[src/rtl/multicycle_control.sv]
// Multi-cycle sequencer for the tinyCPU datapath.
// Steps each instruction through FETCH/DECODE/EXECUTE/MEMORY/WRITEBACK,
// handshakes with memory and drives every per-cycle datapath enable.
module multicycle_control #(
    parameter int RETIRE_W = 32
) (
    input  logic                clk,
    input  logic                rstn,
    input  logic [31:0]         instr,
    input  logic                mem_ready,
    input  logic                alu_zero,
    output logic                mem_req,
    output logic                mem_we,
    output logic                ir_write,
    output logic                pc_write,
    output logic [1:0]          pc_sel,
    output logic                reg_write,
    output logic [1:0]          wb_sel,
    output logic                alu_src_b,
    output logic [5:0]          ext_op,
    output logic [2:0]          state,
    output logic                halted,
    output logic                illegal,
    output logic [RETIRE_W-1:0] retired
);

    typedef enum logic [2:0] {
        FETCH     = 3'd0,
        DECODE    = 3'd1,
        EXECUTE   = 3'd2,
        MEMORY    = 3'd3,
        WRITEBACK = 3'd4,
        HALT      = 3'd5
    } state_t;

    localparam logic [6:0] OPC_LOAD   = 7'b0000011;
    localparam logic [6:0] OPC_OPIMM  = 7'b0010011;
    localparam logic [6:0] OPC_AUIPC  = 7'b0010111;
    localparam logic [6:0] OPC_STORE  = 7'b0100011;
    localparam logic [6:0] OPC_OP     = 7'b0110011;
    localparam logic [6:0] OPC_LUI    = 7'b0110111;
    localparam logic [6:0] OPC_BRANCH = 7'b1100011;
    localparam logic [6:0] OPC_JALR   = 7'b1100111;
    localparam logic [6:0] OPC_JAL    = 7'b1101111;
    localparam logic [6:0] OPC_SYSTEM = 7'b1110011;

    localparam logic [RETIRE_W-1:0] RETIRE_ONE = {{(RETIRE_W-1){1'b0}}, 1'b1};

    state_t cur_state;
    state_t next_state;

    logic [6:0] opcode;
    logic [2:0] funct3;
    logic [4:0] rd;
    logic       is_load;
    logic       is_store;
    logic       is_branch;
    logic       is_jal;
    logic       is_jalr;
    logic       is_system;
    logic       is_known;
    logic       branch_taken;
    logic       retire;
    logic       set_halt;
    logic       set_illegal;

    assign opcode = instr[6:0];
    assign funct3 = instr[14:12];
    assign rd     = instr[11:7];

    assign is_load   = (opcode == OPC_LOAD);
    assign is_store  = (opcode == OPC_STORE);
    assign is_branch = (opcode == OPC_BRANCH);
    assign is_jal    = (opcode == OPC_JAL);
    assign is_jalr   = (opcode == OPC_JALR);
    assign is_system = (opcode == OPC_SYSTEM);

    assign state = cur_state;

    // Classify the opcode: known set, branch outcome and immediate format.
    always_comb begin
        is_known     = 1'b0;
        ext_op       = 6'b000000;
        branch_taken = 1'b0;
        case (opcode)
            OPC_LOAD, OPC_OPIMM, OPC_JALR: begin is_known = 1'b1; ext_op = 6'b000010; end
            OPC_STORE:                     begin is_known = 1'b1; ext_op = 6'b000001; end
            OPC_BRANCH:                    begin is_known = 1'b1; ext_op = 6'b000100; end
            OPC_LUI, OPC_AUIPC:            begin is_known = 1'b1; ext_op = 6'b000101; end
            OPC_JAL:                       begin is_known = 1'b1; ext_op = 6'b000110; end
            OPC_OP, OPC_SYSTEM:            is_known = 1'b1;
            default:                       is_known = 1'b0;
        endcase
        // The immediate generator is idle while the IR is still being loaded.
        if (cur_state == FETCH) begin
            ext_op = 6'b000000;
        end
        if (funct3 == 3'b000) begin
            branch_taken = alu_zero;
        end else if (funct3 == 3'b001) begin
            branch_taken = !alu_zero;
        end
    end

    // Next-state logic and per-state datapath enables.
    always_comb begin
        next_state  = cur_state;
        mem_req     = 1'b0;
        mem_we      = 1'b0;
        ir_write    = 1'b0;
        pc_write    = 1'b0;
        pc_sel      = 2'b00;
        reg_write   = 1'b0;
        wb_sel      = 2'b00;
        alu_src_b   = !((opcode == OPC_OP) || is_branch);
        retire      = 1'b0;
        set_halt    = 1'b0;
        set_illegal = 1'b0;
        case (cur_state)
            FETCH: begin
                mem_req = 1'b1;
                if (mem_ready) begin
                    ir_write   = 1'b1;
                    next_state = DECODE;
                end
            end
            DECODE: begin
                if (is_system) begin
                    set_halt   = 1'b1;
                    next_state = HALT;
                end else if (!is_known) begin
                    set_illegal = 1'b1;
                    next_state  = HALT;
                end else begin
                    next_state = EXECUTE;
                end
            end
            EXECUTE: begin
                if (is_branch) begin
                    pc_write   = 1'b1;
                    pc_sel     = branch_taken ? 2'b01 : 2'b00;
                    retire     = 1'b1;
                    next_state = FETCH;
                end else if (is_load || is_store) begin
                    next_state = MEMORY;
                end else begin
                    next_state = WRITEBACK;
                end
            end
            MEMORY: begin
                mem_req = 1'b1;
                mem_we  = is_store;
                if (mem_ready) begin
                    if (is_store) begin
                        pc_write   = 1'b1;
                        retire     = 1'b1;
                        next_state = FETCH;
                    end else begin
                        next_state = WRITEBACK;
                    end
                end
            end
            WRITEBACK: begin
                reg_write  = (rd != 5'd0);
                wb_sel     = is_load ? 2'b01 : ((is_jal || is_jalr) ? 2'b10 : 2'b00);
                pc_write   = 1'b1;
                pc_sel     = is_jal ? 2'b01 : (is_jalr ? 2'b10 : 2'b00);
                retire     = 1'b1;
                next_state = FETCH;
            end
            HALT: begin
                next_state = HALT;
            end
            default: begin
                next_state = FETCH;
            end
        endcase
        // While reset is held no side effect may escape, even mid-handshake.
        if (!rstn) begin
            mem_req   = 1'b0;
            mem_we    = 1'b0;
            ir_write  = 1'b0;
            pc_write  = 1'b0;
            reg_write = 1'b0;
        end
    end

    // State register plus sticky status flags and the retired counter.
    always_ff @(posedge clk) begin
        if (!rstn) begin
            cur_state <= FETCH;
            halted    <= 1'b0;
            illegal   <= 1'b0;
            retired   <= '0;
        end else begin
            cur_state <= next_state;
            if (set_halt) begin
                halted <= 1'b1;
            end
            if (set_illegal) begin
                illegal <= 1'b1;
            end
            if (retire) begin
                retired <= retired + RETIRE_ONE;
            end
        end
    end

endmodule

[config.mk]
export PLATFORM = sky130hd
export DESIGN_NAME = multicycle_control
export DESIGN_NICKNAME = d
export VERILOG_FILES = /design/src/rtl/multicycle_control.sv
export SDC_FILE = /design/constraint.sdc
export NUM_CORES = 1
export LEC_CHECK = 0
export CAP_MARGIN = 0
export CORE_UTILIZATION = 30
export CTS_CLUSTER_SIZE = 16
export DETAILED_ROUTE_END_ITERATION = 7
export GPL_TIMING_DRIVEN = 0
export PLACE_DENSITY = 0.65
export SKIP_LAST_GASP = 1
export SLEW_MARGIN = 20
export SYNTH_ARGS = -nofsm -noshare
export SYNTH_HDL_FRONTEND = slang
export SYNTH_SLANG_ARGS = --single-unit
export TNS_END_PERCENT = 100
[constraint.sdc]
create_clock -name clk -period 2.45 [get_ports clk]
set_input_delay 0.3675 -clock clk [delete_from_list [all_inputs] [get_ports clk]]
set_output_delay 0.3675 -clock clk [all_outputs]
set_load 0.01 [all_outputs]
==> summary.md, run 1 <==
| Metric | Value |
|---|---|
| RSZ-0062 raised after global routing | `false` |
| Final wirelength | `between 6 and 7 mm` |
| Post-synth top area share | `33.3%` |
| Most frequent cells in the layout | `clkdlybuf4s50_1 (56), dfxtp_1 (37), nor2_1 (34)` |
| Starting Density | `30.8%` |
| CTS root buffer | `clkbuf_8` |
| Initial antenna violation count | `0` |
| Placement Rows | `31` |
| Commonest non-fill, non-tap cell in the layout | `clkdlybuf4s50_1` |
| Setup crit start | `instr[0]` |
| #FFs+latches synth | `37` |
| Rel. slew slack | `55.4%` |
| Fillers | `731` |
| Sequential-to-total area share from yosys stat | `33.3%` |
| Met2 track demand over resource | `28.5%` |
| Ant. Diodes | `0` |
| Max incr delay on CP | `520 ps` |
| RePlAce Congestion | `roughly 0.8` |
| Vias in the first global route | `2106` |
| M3 GR Usage | `between 3 and 4%` |
| Worst path arrival time | `2550 ps` |
| Vias | `between 2000 and 2500` |
| CTS buffer count | `5` |
| # port buffers | `64` |
| Most Used Layer, Global Route | `met2` |
| Final Max Slew Viols | `0` |
| Die area | `slightly below 8000 sq um` |
| Worst min path class | `input pin to flop` |
| CTS Sinks | `37` |
| Max IR drop VDD | `roughly 0.00016 V` |
| CP top delay family | `compound AO/OA/AOI/OAI gates` |
| Hold Fails Final Rpt | `0` |
| Worst setup SP type | `input pin` |
| Worst r2r src | `state[1]` |
| Setup CP Type | `input pin to flop` |
| Worst path bufs/invs | `2` |
| Core Box Area | `7210 sq um` |
| Max Freq | `0.427 GHz` |
| Syn avg cell area | `8.05 sq um` |
| H-tree depth | `2` |
| Lkg Pwr | `between 0.001 and 0.0015 uW` |
| Post-synth EDFFs | `0` |
| Top cells by area, synth | `dfxtp_1 (33%), xnor2_1 (9.1%), nor2_1 (5.9%)` |
| Yosys Warn Count | `0` |
| Setup WS pre-CTS | `-474 ps` |
| Wire length per cell | `13.6 um` |
| Worst slew pin tran | `652 ps` |
| DRT Pass-1 Iters | `6` |
| Max_cap viols | `0` |
| Crit path capture type | `flop` |
| Grt total ovfl | `0` |
| Area growth, synth to finish | `42.8%` |
| Top FF cell, synth | `dfxtp_1` |
| Crit path max-delay cell type | `clkdlybuf4s50_1` |
| Clock Skew | `9.22 ps` |
| Nets@finish | `391` |
| Worst skew pair latency | `290 ps` |
| Pin count of the biggest net entering global routing | `12` |
| Die H | `88.1 um` |
| Hold_sp | `rstn` |
| Synth Instances | `around 280` |
| Final setup vio count | `0` |
| DR iter-0 viols | `85` |
| Final worst slack | `110 ps` |
| Tmin final | `2340 ps` |
| Worst-path clk slew | `70 ps` |
| # hold bufs at CTS | `0` |
| Placed Cells | `441` |
| Layout cells sized above 1 | `11.3%` |
| Asr flop ratio synth | `0%` |
| GRT Total Usage | `16.9%` |
| DRC violations left | `0` |
| Post-synth top area cell | `dfxtp_1` |
| Number of I/O pins | `89` |
| Cell variety after synth | `48` |
| Worst Path Max Fanout | `9` |
| Final ANT Viol Nets | `0` |
| Die W | `88.1 um` |
| Critical path, cell by cell | `clkdlybuf4s50_1 -> and4bb_4 -> a41oi_4 -> buf_12 -> a2111o_1 -> or3_1 -> a21oi_1` |
| CTS Buffer Depth | `2` |
| Cell Area, Synth | `roughly 2200 sq um` |
| DP HPWL | `approximately 4.6 mm` |
| Final period util | `95.5%` |
| Detailed-route vias per instance | `5.06` |
| Met1 GRT Util | `21.6%` |
| Pwr Density | `388 nW/um^2` |
| Status | `finished clean` |
| Non-filler cells, final | `454` |
| Global-route wire length before repair | `10.3 mm` |
| CTS tree | `done` |
| CP required | `2670 ps` |
[routing by layer]
layer,vias to the layer above,wire length (um)
li1,1154,-
met1,1061,2860
met2,79,2880
met3,4,362
met4,0,69
met5,-,0
[state kept, by name, indices dropped and copies added, names as in the netlist]
register  count
halted        1
illegal       1
retired      32
state         3
[worst register-to-register path: stages, from the launching register on]
cell	delay (ps)
dfxtp_1	320
buf_2	210
nor2b_2	300
a41oi_4	170
buf_12	160
a2111o_1	520
or3_1	380
a21oi_1	140
[stage by stage]
stage	setup TNS (ps)	hold WS [ps]	area, sq um	power (uW)	utilization, %
global placement	-3050	451	2990	816	41.5
global route	0	467	3170	1290	44.0
finish	0	459	3170	1230	44.0
CTS	0	471	3110	1230	43.1
floorplan	0	485	2230	736	-
detailed placement	-2730	454	2990	818	41.5
[path summary, 6_finish.rpt]
path	slack, ps	cells after the start	end
worst max-delay path	110	7	retired[26]
worst min-delay path	460	2	illegal
worst max register to register	170	7	retired[26]
worst min register to register	470	1	illegal
[power breakdown]
group / switching, uW / internal (uW) / total [uW] / leakage [uW]
Sequential: 5.86 / 610 / 616 / 0.000299
Combinational: 107 / 96.8 / 204 / 0.000785
Clock: 215 / 197 / 412 / 0.0000450
Total: 328 / 904 / 1230 / 0.00113
[cells in the mapped netlist (all sizes together) (8+ instances only)]
cell and count:
inv 8, dfxtp 37, nand3 14, nor2 35, a2111oi 9, buf 12, clkbuf 8, nand2 24
a21oi 16, a211oi 9, and4 8, o21ai 9, xnor2 23, nand4 9
[cell type report]
type	count	area, sq um	share of cell area (%)
multi-input combinational	213	1380	43.4
sequential	37	741	23.3
timing repair buffer	69	699	22.0
tap	99	124	3.90
buffer	20	119	3.75
clock buffer	6	72.6	2.29
inverter	8	30.0	0.946
clock inverter	2	10.0	0.315
[logic make-up (layout without fill, tap and decap cells)]
group	Yosys count	count (layout)	synth area share (%)
mux	3	3	1.35
other cells	1	3	0.169
xor+xnor	27	27	10.6
simple gates	124	124	29.4
fa+ha+maj	2	2	1.01
buf+inv	28	105	6.08
flops	37	37	33.3
compound gates	54	54	18.0
[repair_timing]
item / 4_1_cts / 5_1_grt
endpoints found under the setup margin: 3 / 12
gates cloned: 0 / 0
pin swaps: 2 / 3
gates resized for setup: 10 / 13
setup buffers: 2 / 3
(Power assumes the default switching activity.)
==> run 2: changes to the inputs <==
CAP_MARGIN = 20   (was 0)
SETUP_SLACK_MARGIN = 0.4   (was not set)
==> summary.md, run 2 (synthesis gave the netlist of run 1 again) <==
| Metric | Value |
|---|---|
| Worst Hold End | `illegal (unchanged)` |
| Crit path max-delay cell type | `a2111o_1 (was clkdlybuf4s50_1)` |
| Wire length per cell | `14.5 um (was 13.6 um)` |
| Clock Skew | `6.14 ps (was 9.22 ps)` |
| Setup CP Type | `flop to flop (was input pin to flop)` |
| Die area | `7760 sq um (unchanged)` |
| Register area | `746 sq um (was 741 sq um)` |
| Max_cap viols | `0 (unchanged)` |
| Hold Fails Final Rpt | `0 (unchanged)` |
| Lkg Pwr | `0.00122 uW (was 0.00113 uW)` |
| Final setup vio count | `0 (unchanged)` |
| R2r setup slk | `300 ps (was 170 ps)` |
| DRT Pass-1 Iters | `4 (was 6)` |
| Die W | `88.1 um (unchanged)` |
| Most flops, register | `retired (unchanged)` |
| Worst Hold Slack | `468 ps (was 459 ps)` |
| Final period util | `87.9% (was 95.5%)` |
| Worst setup SP type | `flop (was input pin)` |
| Grt total ovfl | `0 (unchanged)` |
| Max IR drop VDD | `0.000215 V (was 0.000162 V)` |
| Pwr Density | `403 nW/um^2 (was 388 nW/um^2)` |
| Most used cell, CP | `buf_6` |
| RSZ-0062 raised after global routing | `true (was false)` |
| Critical path, cell by cell | `buf_6 -> and4b_1 -> nand4_1 -> buf_6 -> a2111o_1 -> or3_4 -> a21oi_2 (was clkdlybuf4s50_1 -> and4bb_4 -> a41oi_4 -> buf_12 -> a2111o_1 -> or3_1 -> a21oi_1)` |
| CP required | `2680 ps (was 2670 ps)` |
| Worst min path class | `flop to flop (was input pin to flop)` |
| Final ANT Viol Nets | `0 (unchanged)` |
| CP top delay family | `simple AND/OR/NAND/NOR gates (was compound AO/OA/AOI/OAI gates)` |
| Nets@finish | `407 (was 391)` |
| Final Core Density | `47.9% (was 44.0%)` |
| Vias in the first global route | `2180 (was 2106)` |
| Worst Path Max Fanout | `5 (was 9)` |
| CTS Sinks | `37 (unchanged)` |
| GRT Total Usage | `17.1% (was 16.9%)` |
| Starting Density | `30.8% (unchanged)` |
| Die H | `88.1 um (unchanged)` |
| Pin count of the biggest net entering global routing | `13 (was 12)` |
| Most frequent cells in the layout | `clkdlybuf4s50_1 (48), nor2_1 (34), dfxtp_1 (33) (was clkdlybuf4s50_1 (56), dfxtp_1 (37), nor2_1 (34))` |
| Area growth, synth to finish | `55.5% (was 42.8%)` |
| # hold bufs at CTS | `0 (unchanged)` |
| Hold_sp | `illegal (was rstn)` |
| Final Max Slew Viols | `0 (unchanged)` |
| RR Endpoint | `retired[26] (unchanged)` |
| Detailed-route vias per instance | `5.12 (was 5.06)` |
| Final worst slack | `297 ps (was 110 ps)` |
| Rel. slew slack | `49.8% (was 55.4%)` |
| Core Box Area | `7210 sq um (unchanged)` |
| H-tree depth | `2 (unchanged)` |
| Layout cells sized above 1 | `20.5% (was 11.3%)` |
| RePlAce Congestion | `0.827 (was 0.824)` |
| Fillers | `709 (was 731)` |
| Setup WS pre-CTS | `-467 ps (was -474 ps)` |
| Worst path bufs/invs | `2 (unchanged)` |
| Worst slew pin tran | `734 ps (was 652 ps)` |
| Multi-input gate area | `1510 sq um (was 1380 sq um)` |
| Max reg flops | `32 (unchanged)` |
| Final wirelength | `6.81 mm (was 6.17 mm)` |
| DR iter-0 viols | `121 (was 85)` |
| Worst path arrival time | `2380 ps (was 2550 ps)` |
| Max incr delay on CP | `480 ps (was 520 ps)` |
| CTS tree | `done (unchanged)` |
| Status | `finished clean (unchanged)` |
| Vias | `2408 (was 2298)` |
| # port buffers | `64 (unchanged)` |
| Max Freq | `0.465 GHz (was 0.427 GHz)` |
| Ant. Diodes | `0 (unchanged)` |
| CTS Buffer Depth | `2 (unchanged)` |
| Worst r2r src | `state[2] (was state[1])` |
| DRC violations left | `0 (unchanged)` |
| Placement Rows | `31 (unchanged)` |
| Worst skew pair latency | `300 ps (was 290 ps)` |
| Commonest non-fill, non-tap cell in the layout | `clkdlybuf4s50_1 (unchanged)` |
| Number of I/O pins | `89 (unchanged)` |
| Initial antenna violation count | `0 (unchanged)` |
| CTS root buffer | `clkbuf_8 (unchanged)` |
| Worst hold stages | `1 (was 2)` |
| Global-route wire length before repair | `10.4 mm (was 10.3 mm)` |
| Tmin final | `2150 ps (was 2340 ps)` |
| Worst-path clk slew | `80 ps (was 70 ps)` |
| Worst-case reg-to-reg path depth | `7 (unchanged)` |
| CTS buffer count | `5 (unchanged)` |
| DP HPWL | `4.51 mm (was 4.55 mm)` |
| Crit path capture type | `flop (unchanged)` |
run 2: changes by cell type in the layout (fill, tap and decap cells not counted), moves of 3 or more:
| cell | previous run | this run |
|---|---|---|
| buf_4 | 7 | 19 |
| clkdlybuf4s50_1 | 56 | 48 |
| buf_6 | 1 | 7 |
| dlygate4sd2_1 | 3 | 8 |
| a2111oi_0 | 6 | 2 |
| a2111oi_4 | 0 | 4 |
| dfxtp_1 | 37 | 33 |
| dfxtp_2 | 0 | 4 |
| a211oi_1 | 9 | 6 |
| a211oi_2 | 0 | 3 |
run 2: layer usage:
layer | track usage [%] | part of all wire, % | vias up
li1 | - | - | 1183
met1 | 22.4 | 45 | 1137
met2 | 28.3 | 48 | 80
met3 | 3.96 | 5.7 | 8
met4 | 4.40 | 0.97 | 0
met5 | 0 | 0 | -
run 2: power breakdown:
group          total (uW)  internal (uW)  leakage [uW]  switching [uW]
clock network         538            306     0.0000554             232
logic                 237            114      0.000868             123
registers             617            610      0.000300            6.94
total                1390           1030       0.00122             362
run 2: timing repair:
item,4_1_cts,5_1_grt
pin swaps,10,10
setup buffers,6,12
endpoints found under the setup margin,41,28
endpoints found under the hold margin,0,0
resized for setup,46,35
cloned,1,2
run 2: metrics by stage:
step | power (uW) | TNS [ps] | instance area, sq um | cells
floorplan | 739 | 0 | 2240 | 278
global placement | 818 | -2980 | 3010 | 441
detailed placement | 819 | -2980 | 3010 | 441
CTS | 1360 | 0 | 3220 | 456
global route | 1450 | 0 | 3450 | 470
finish | 1390 | 0 | 3450 | 470
run 2: worst max-delay path by stage:
stage / startpoint / end / slack [ps] / cells past startpoint
floorplan: state[0] / retired[26] / 410 / 6
global placement: instr[5] / pc_write / -480 / 6
detailed placement: instr[5] / pc_write / -470 / 6
CTS: state[2] / pc_write / 230 / 6
global route: state[2] / retired[26] / 230 / 7
finish: state[2] / retired[26] / 300 / 7
run 2: layout make-up:
type | instances | area share [%]
multi-input cells | 214 | 43.7
repair buffers | 84 | 22.5
flip-flops and latches | 37 | 21.6
plain buffers | 20 | 4.49
well taps | 99 | 3.59
clock buffers | 6 | 2.10
clock inverters | 2 | 1.12
inverters | 8 | 0.869
run 2: worst reg2reg max path, cell delays in order, from the launching register on:
cell and delay [ps]:
dfxtp_2 330, buf_6 120, and4b_1 280, nand4_1 190, buf_6 190, a2111o_1 480
or3_4 390, a21oi_2 110
==> run 3: changes to the inputs <==
ABC_CLOCK_PERIOD_IN_PS = 2450   (was not set)
PLACE_DENSITY = 0.67   (was 0.65)
TNS_END_PERCENT = 1   (was 100)
==> summary.md, run 3 (synthesis gave the netlist of run 1 again) <==
| Metric | Value |
|---|---|
| Worst skew pair latency | `300 ps (about the same)` |
| Setup WS pre-CTS | `-482 ps (was -467 ps)` |
| Worst-path clk slew | `70 ps (was 80 ps)` |
| Pwr Density | `391 nW/um^2 (was 403 nW/um^2)` |
| Die area | `7760 sq um (unchanged)` |
| CP top delay family | `compound AO/OA/AOI/OAI gates (was simple AND/OR/NAND/NOR gates)` |
| Worst path bufs/invs | `2 (unchanged)` |
| Final worst slack | `179 ps (was 297 ps)` |
| Final ANT Viol Nets | `0 (unchanged)` |
| DP HPWL | `4.56 mm (was 4.51 mm)` |
| Hold_sp | `retired[31] (was illegal)` |
| Worst Hold End | `retired[31] (was illegal)` |
| Placement Rows | `31 (unchanged)` |
| Worst Path Max Fanout | `8 (was 5)` |
| Setup CP Type | `input pin to flop (was flop to flop)` |
| Worst path arrival time | `2490 ps (was 2380 ps)` |
| Vias in the first global route | `2122 (was 2180)` |
| Worst slew pin tran | `701 ps (was 734 ps)` |
| Max IR drop VDD | `0.000200 V (was 0.000215 V)` |
| Final Core Density | `43.8% (was 47.9%)` |
| Initial antenna violation count | `0 (unchanged)` |
| Worst-case reg-to-reg path depth | `7 (unchanged)` |
| RePlAce Congestion | `0.838 (was 0.827)` |
| Max reg flops | `32 (unchanged)` |
| Placed Area | `3010 sq um (unchanged)` |
| Nets@finish | `391 (was 407)` |
| Area growth, synth to finish | `42.2% (was 55.5%)` |
| Max Freq | `0.440 GHz (was 0.465 GHz)` |
| Max incr delay on CP | `520 ps (was 480 ps)` |
| Final period util | `92.7% (was 87.9%)` |
| CTS root buffer | `clkbuf_8 (unchanged)` |
| # port buffers | `64 (unchanged)` |
| Most flops, register | `retired (unchanged)` |
| CP required | `2670 ps (was 2680 ps)` |
| RR Endpoint | `retired[26] (unchanged)` |
| Final wirelength | `6.39 mm (was 6.81 mm)` |
| Wire length per cell | `14.1 um (was 14.5 um)` |
| Status | `finished, violations left (was finished clean)` |
| Max_cap viols | `0 (unchanged)` |
| CTS tree | `done (unchanged)` |
| Worst r2r src | `state[1] (was state[2])` |
| Final setup vio count | `0 (unchanged)` |
| Tmin final | `2270 ps (was 2150 ps)` |
| Rel. slew slack | `52.0% (was 49.8%)` |
| Die H | `88.1 um (unchanged)` |
| GRT Total Usage | `16.3% (was 17.1%)` |
| Final Max Slew Viols | `0 (unchanged)` |
| Worst hold stages | `2 (was 1)` |
| Grt total ovfl | `0 (unchanged)` |
| # hold bufs at CTS | `0 (unchanged)` |
| RSZ-0062 raised after global routing | `true (unchanged)` |
| CTS Buffer Depth | `2 (unchanged)` |
| Worst setup SP type | `input pin (was flop)` |
| Lkg Pwr | `0.00107 uW (was 0.00122 uW)` |
| Clock Skew | `7.43 ps (was 6.14 ps)` |
| Critical path, cell by cell | `clkdlybuf4s50_1 -> and4bb_4 -> a41oi_4 -> buf_4 -> a2111o_1 -> or3_1 -> a21oi_1 (was buf_6 -> and4b_1 -> nand4_1 -> buf_6 -> a2111o_1 -> or3_4 -> a21oi_2)` |
| Ant. Diodes | `0 (unchanged)` |
| Most frequent cells in the layout | `clkdlybuf4s50_1 (55), dfxtp_1 (37), nor2_1 (35) (was clkdlybuf4s50_1 (48), nor2_1 (34), dfxtp_1 (33))` |
| DR iter-0 viols | `152 (was 121)` |
| Global-route wire length before repair | `9.89 mm (was 10.4 mm)` |
| H-tree depth | `2 (unchanged)` |
| Vias | `2350 (was 2408)` |
| Final instance area | `3160 sq um (was 3450 sq um)` |
| Worst min path class | `flop to flop (unchanged)` |
| CTS buffer count | `5 (unchanged)` |
| Starting Density | `30.8% (unchanged)` |
| Number of I/O pins | `89 (unchanged)` |
| Pin count of the biggest net entering global routing | `12 (was 13)` |
| Detailed-route vias per instance | `5.18 (was 5.12)` |
| Hold Fails Final Rpt | `0 (unchanged)` |
| Die W | `88.1 um (unchanged)` |
| Core Box Area | `7210 sq um (unchanged)` |
| Commonest non-fill, non-tap cell in the layout | `clkdlybuf4s50_1 (unchanged)` |
| Failing checks | `design-rule violations` |
| DRT Pass-1 Iters | `7 (was 4)` |
| Crit path capture type | `flop (unchanged)` |
| Layout cells sized above 1 | `10.7% (was 20.5%)` |
| DRC violations left | `2 (was 0)` |
| R2r setup slk | `200 ps (was 300 ps)` |
| CTS Sinks | `37 (unchanged)` |
| Crit path max-delay cell type | `clkdlybuf4s50_1 (was a2111o_1)` |
-- run 3: changes by cell type in the layout (fill, tap and decap cells not counted), moves of 3 or more --
cell / previous run / this run
a2111oi_0: 2 / 7
a2111oi_4: 4 / 1
a211oi_1: 6 / 9
a211oi_2: 3 / 0
buf_4: 19 / 7
buf_6: 7 / 2
clkdlybuf4s50_1: 48 / 55
dfxtp_1: 33 / 37
dfxtp_2: 4 / 0
-- run 3: worst register-to-register path, stage by stage (launching register included) --
cell	delay (ps)
dfxtp_1	330
buf_2	200
nor2b_2	300
a41oi_4	150
buf_4	190
a2111o_1	500
or3_1	370
a21oi_1	140
-- run 3: cell type report --
class	instances	area, sq um
fillers	746	4050
inverters	8	30.0
repair buffers	68	659
clock inverters	1	7.51
well taps	99	124
plain buffers	20	124
multi-input cells	214	1400
clock buffers	7	76.3
flip-flops and latches	37	741
-- run 3: timing repair --
item / 4_1_cts / 5_1_grt
buffers inserted: 4 / 0
pin swaps: 3 / 2
gates cloned: 0 / 1
endpoints found under the setup margin: 39 / 38
resized for setup: 15 / 11
-- run 3: how the worst max path moves through the flow --
stage / startpoint / to / slack (ps) / cells after the start
global route: instr[1] / retired[22] / 80 / 7
CTS: instr[1] / pc_write / 150 / 6
floorplan: state[0] / retired[26] / 410 / 6
detailed placement: instr[5] / pc_write / -480 / 6
global placement: instr[5] / pc_write / -490 / 6
finish: instr[0] / retired[26] / 180 / 7
-- run 3: per-stage QoR --
stage / hold WS, ps / instances / power [uW] / setup TNS [ps]
after floorplan: 485 / 278 / 739 / 0
after global placement: 456 / 441 / 818 / -2960
after detailed placement: 464 / 441 / 819 / -2850
after CTS: 479 / 453 / 1250 / 0
after global routing: 504 / 454 / 1290 / 0
final: 471 / 454 / 1240 / 0
-- run 3: report_power, final --
group          switching [uW]  internal [uW]
registers                5.03            610
clock network             220            201
logic                     108           91.3
-- run 3: per-layer routing --
metal	wire length (um)	global-route usage, %	vias up
met1	2910	20.5	1092
met2	3000	27.6	89
met4	98	4.84	0
li1	-	-	1156
met5	0	0	-
met3	380	3.86	13
